<file path="src/rtl/rcc_clk_div_mc.sv">
// Multi-channel dynamic clock divider; ratio changes take effect only at a period boundary.
// Optional RCC_DIV_ALIGN_EN adds align_req to phase-align all running channels.
module rcc_clk_div_mc #(
    parameter int unsigned NCH       = 4,
    parameter int unsigned RATIO_WID = 8,
    parameter int unsigned RST_RATIO = 0
) (
    input  logic                     i_clk,
    input  logic                     rst,
    input  logic [NCH-1:0]           upd_req,
    input  logic [NCH*RATIO_WID-1:0] ratio,
`ifdef RCC_DIV_ALIGN_EN
    input  logic                     align_req,
`endif
    output logic [NCH-1:0]           upd_ack,
    output logic [NCH-1:0]           busy,
    output logic [NCH-1:0]           o_clk,
    output logic [NCH-1:0]           div_en
);

    typedef logic [RATIO_WID-1:0] ratio_t;
    typedef enum logic {IDLE, RUN} state_e;

    localparam ratio_t RST_R = ratio_t'(RST_RATIO);

    function automatic ratio_t eff_ratio(input ratio_t r);
        return (r == ratio_t'(1)) ? ratio_t'(2) : r;
    endfunction

    // ceil(r/2) without needing an extra bit for r+1
    function automatic ratio_t high_len(input ratio_t r);
        return (r >> 1) + ratio_t'(r[0]);
    endfunction

    state_e         state_q [NCH];
    state_e         state_d [NCH];
    ratio_t         cnt_q   [NCH];
    ratio_t         cnt_d   [NCH];
    ratio_t         cur_q   [NCH];
    ratio_t         cur_d   [NCH];
    ratio_t         pend_q  [NCH];
    ratio_t         pend_d  [NCH];
    logic [NCH-1:0] busy_q, busy_d;
    logic [NCH-1:0] ack_q,  ack_d;
    logic [NCH-1:0] oclk_q, oclk_d;
    logic [NCH-1:0] en_q,   en_d;
    logic           align_w;

`ifdef RCC_DIV_ALIGN_EN
    assign align_w = align_req;
`else
    assign align_w = 1'b0;
`endif

    always_ff @(posedge i_clk or posedge rst) begin
        if (rst) begin
            for (int unsigned c = 0; c < NCH; c++) begin
                state_q[c] <= IDLE;
                cnt_q[c]   <= '0;
                cur_q[c]   <= RST_R;
                pend_q[c]  <= '0;
            end
            busy_q <= '0;
            ack_q  <= '0;
            oclk_q <= '0;
            en_q   <= '0;
        end else begin
            for (int unsigned c = 0; c < NCH; c++) begin
                state_q[c] <= state_d[c];
                cnt_q[c]   <= cnt_d[c];
                cur_q[c]   <= cur_d[c];
                pend_q[c]  <= pend_d[c];
            end
            busy_q <= busy_d;
            ack_q  <= ack_d;
            oclk_q <= oclk_d;
            en_q   <= en_d;
        end
    end

    always_comb begin
        ratio_t req_r;
        ratio_t r_cur;
        ratio_t new_r;
        ratio_t cnt_inc;
        logic   apply;
        busy_d = busy_q;
        ack_d  = '0;
        oclk_d = oclk_q;
        en_d   = en_q;
        for (int unsigned c = 0; c < NCH; c++) begin
            state_d[c] = state_q[c];
            cnt_d[c]   = cnt_q[c];
            cur_d[c]   = cur_q[c];
            pend_d[c]  = pend_q[c];
            req_r      = ratio[c*RATIO_WID +: RATIO_WID];
            r_cur      = eff_ratio(cur_q[c]);
            cnt_inc    = cnt_q[c] + ratio_t'(1);
            new_r      = cur_q[c];
            apply      = 1'b0;
            case (state_q[c])
                IDLE: begin
                    oclk_d[c] = 1'b0;
                    en_d[c]   = 1'b0;
                    if (upd_req[c]) begin
                        new_r    = req_r;
                        cur_d[c] = req_r;
                        ack_d[c] = 1'b1;
                    end
                    // Also covers the first edge after reset when RST_RATIO is non-zero
                    if (eff_ratio(new_r) != '0) begin
                        state_d[c] = RUN;
                        cnt_d[c]   = '0;
                        oclk_d[c]  = 1'b1;
                        en_d[c]    = 1'b1;
                    end
                end
                RUN: begin
                    if ((cnt_q[c] == r_cur - ratio_t'(1)) || align_w) begin
                        if (upd_req[c]) begin
                            apply = 1'b1;
                            new_r = req_r;
                        end else if (busy_q[c]) begin
                            apply = 1'b1;
                            new_r = pend_q[c];
                        end
                        cnt_d[c]  = '0;
                        oclk_d[c] = 1'b1;
                        if (apply) begin
                            cur_d[c]  = new_r;
                            busy_d[c] = 1'b0;
                            ack_d[c]  = 1'b1;
                            if (new_r == '0) begin
                                state_d[c] = IDLE;
                                oclk_d[c]  = 1'b0;
                                en_d[c]    = 1'b0;
                            end
                        end
                    end else begin
                        cnt_d[c]  = cnt_inc;
                        oclk_d[c] = (cnt_inc < high_len(r_cur));
                        if (upd_req[c]) begin
                            pend_d[c] = req_r;
                            busy_d[c] = 1'b1;
                        end
                    end
                end
                default: state_d[c] = IDLE;
            endcase
        end
    end

    always_comb begin
        upd_ack = ack_q;
        busy    = busy_q;
        o_clk   = oclk_q;
        div_en  = en_q;
    end

endmodule

</file>
<file path="config.mk">
export PLATFORM = sky130hd
export DESIGN_NAME = rcc_clk_div_mc
export DESIGN_NICKNAME = d
export VERILOG_FILES = /design/src/rtl/rcc_clk_div_mc.sv
export SDC_FILE = /design/constraint.sdc
export NUM_CORES = 1
export LEC_CHECK = 0
export CAP_MARGIN = 20
export CORE_UTILIZATION = 62
export DETAILED_ROUTE_END_ITERATION = 10
export HOLD_SLACK_MARGIN = 0.06
export PLACE_DENSITY = 0.91
export SLEW_MARGIN = 20
export SYNTH_ARGS = -nofsm -noshare
export SYNTH_HDL_FRONTEND = slang
export SYNTH_SLANG_ARGS = --single-unit
</file>
<file path="constraint.sdc">
create_clock -name i_clk -period 10.5 [get_ports i_clk]
set_input_delay 2.1 -clock i_clk [delete_from_list [all_inputs] [get_ports i_clk]]
set_output_delay 2.1 -clock i_clk [all_outputs]
set_load 0.03 [all_outputs]
</file>
==> metrics.md <==
| Metric | Value |
|---|---|
| Status | completed |
| Highest net fanout along the worst path | 25 |
| CP Cell Sequence | clkdlybuf4s50_1 > inv_1 > nor4_1 > a21oi_1 > or4b_1 > o31ai_1 > nor2_1 |
| Via count | 7460 |
| Clock tree sinks | 116 |
| Core ar. | 13400 µm² |
| CP arrival | 4720 ps |
| Synth area leader | dfrtp_1 |
| Routability cong. | 0.917 |
| Worst Max-Slew Pin Slew | 1110 ps |
| Setup Buffers After CTS | 0 |
| Worst R2R End | pend_q[15] |
| Max incr delay on CP | 960 ps |
| Max-Cap Viols | 0 |
| Net switching power | 953 µW |
| Synth Instances | 930 |
| Most common cell after layout, fill and taps aside | dfrtp_1 |
| Final hold viol count | 0 |
| Clk_lat worst skew | 430 ps |
| H-tree depth | 4 |
| Slew Viols, Final | 0 |
| Post-Route WL | 20900 µm |
| DR vias/cell | 6.58 |
| Clock Skew | 8.30 ps |
| Vias in the first global route | 7269 |
| Layout cells sized above 1 | 11.6% |
| Number of flops mapped to enable cells by yosys | 0 |
| Cell internal pwr | 1480 µW |
| P_leak | 0.00424 µW |
| Crit path depth | 7 |
| CP Launch Point | upd_req[0] |
| Cell area after synthesis | 8590 µm² |
| Ports | 54 |
| Initial Utilization | 64.1% |
| Worst Reg-to-Reg Cells | 8 |
| Layout Nets | 1030 |
| Ys async rst share | 100% |
| Seq pwr share | 32.9% |
| Register Area | 2900 µm² |
| Final critical-path required period | 4430 ps |
| ANT cells | 0 |
| WS Path Type | in2reg |
| Die Y | 120 µm |
| Post-Syn Area per Cell | 9.24 µm² |
| Setup-failing EPs final | 0 |
| Rows | 42 |
| DP HPWL | 14100 µm |
| Worst slew margin | 25.6% |
| Worst r2r src | cur_q[9] |
| Cell family with most CP delay | buffers and inverters |
| CTS tree | built |
| Hold_ws | 489 ps |
| Die ar. | 14300 µm² |
| Gr ovfl total | 0 |
| Area of the multi-input gates | 5260 µm² |
| Hold WC Path Type | reg2reg |
| Setup TNS Final | 0 ps |
| CP Launch Type | input port |
| Logic pwr share | 41.4% |
| Fillcell total | 938 |
| Tcrit/Tclk final | 42.2% |
| First-pass DRT Iterations | 5 |
| Sw frac | 39.2% |
| TritonCTS Buffers | 17 |
| CTS root buf | clkbuf_16 |
| Global Route Usage Sum | 30.3% |
| Maximum number of pins on one net before global-route repair | 81 |
| Critical path buffer and inverter count | 2 |
| End point of the critical path | o_clk[0] |
| Unique masters post-synth | 85 |
| Ranking of synthesized cells by area | dfrtp_1 34%, ha_1 7.0%, mux2_2 5.6% |
| Maximum VDD drop | 0.000163 V |
| Hold Buf Count CTS | 0 |
| Cts repair resizes | 0 |
| Area share of the largest cell type after synthesis | 33.8% |
| Peak Freq | 0.226 GHz |
| First-pass GRT wire length | 34400 µm |
| FF-to-FF setup slack | 7330 ps |
| Crit. End Element | flip-flop |
| Clock-pin slew of the registers on the worst-case setup and hold paths | 60 ps |
| Bufs on Longest Clock Path | 2 |
| Chip width | 120 µm |
| Synth Flop Type | dfrtp_1 |
| Layout area overhead | 13.3% |
| Initial antenna violation count | 0 |
| Commonest cells after routing, fill and taps aside | 116 x dfrtp_1, 72 x nand2_1, 60 x nor2_1 |
| YS warnings | 0 |
| RSZ-0062 raised after global routing | no |
| Register area share after synthesis | 33.8% |
| Worst path slowest cell | clkdlybuf4s50_1 |
| Port Buffer Count | 53 |
| Antenna Violating Nets Remaining | 0 |
| Flops & latches, synth | 116 |
| PwrDens | 250 nW/µm² |
| DRT iter0 DRCs | 907 |
| Wire length per cell | 18.5 µm |
| Drc violations | 0 |
| CP Data Required Time | 10800 ps |
| Clk network pwr share | 25.6% |
| Post-Syn Nets | 1016 |
| Worst hold stages | 1 |
==> worst min-delay path by stage <==
| stage | startpoint | to |
|---|---|---|
| floorplan | pend_q[17] | pend_q[17] |
| global placement | pend_q[17] | pend_q[17] |
| detailed placement | pend_q[21] | pend_q[21] |
| CTS | pend_q[17] | pend_q[17] |
| global route | pend_q[20] | pend_q[20] |
| finish | pend_q[17] | pend_q[17] |
==> cells by family (layout without fill, tap and decap cells) <==
kind of cell    count (synthesis)  count (layout)  share of synthesized area, %
buf+inv                       105             132                          5.08
xor+xnor                       79              79                          8.37
simple gates                  303             303                          18.9
compound gates                210             210                          18.2
flops                         116             116                          33.8
fa+ha+maj                      48              48                          6.99
mux                            69              69                          8.66
==> cells in the mapped netlist, types with 10 or more instances <==
| library cell | n |
|---|---|
| a21oi_1 | 31 |
| a221o_1 | 11 |
| and3_1 | 19 |
| buf_2 | 18 |
| clkbuf_1 | 35 |
| dfrtp_1 | 116 |
| ha_1 | 48 |
| inv_1 | 43 |
| mux2_2 | 43 |
| mux2i_1 | 26 |
| nand2_1 | 72 |
| nand2b_1 | 13 |
| nand3_1 | 39 |
| nor2_1 | 60 |
| nor3_1 | 18 |
| nor4_1 | 17 |
| o211ai_1 | 10 |
| o21a_1 | 11 |
| o21ai_0 | 34 |
| xnor2_1 | 51 |
| xor2_1 | 26 |
==> power by group through the flow <==
stage,clock network [µW],logic (µW),registers (µW)
after floorplan,0,892,671
after global placement,0,943,790
after detailed placement,0,988,797
after CTS,626,1000,792
after global routing,647,1120,822
final,624,1010,801
==> registers in the layout (all words and copies together), names as in the netlist <==
signal and cells:
busy 4, cnt_q 32, cur_q 32, div_en 4, o_clk 4, pend_q 32, state_q 4, upd_ack 4
==> per-stage QoR <==
step           util, %  instances  area (µm²)  power (µW)  setup slack, ps
2_1_floorplan        -        930        8590        1560             5330
3_3_place_gp      67.9       1101        9100        1730             5800
4_1_cts           72.6       1133        9730        2420             6140
6_report          72.7       1133        9740        2430             6070
3_5_place_dp      67.9       1101        9100        1780             5690
5_1_grt           72.7       1133        9740        2590             5930
==> layout make-up <==
class / instances / share of cell area (%)
Clock inverter: 8 / 1.23
Multi-Input combinational cell: 709 / 54.0
Sequential cell: 116 / 29.8
Inverter: 44 / 1.72
Clock buffer: 24 / 5.25
Tap cell: 176 / 2.26
Timing Repair Buffer: 56 / 5.72
==> layer usage <==
layer	vias up	GRT usage [%]	share of wire, %
met1	3625	37.6	42
met5	-	0	0
met2	333	51.5	49
li1	3433	-	-
met3	69	5.94	6.5
met4	0	12.4	2.7
Note: power is estimated with default switching activity, not from simulation.
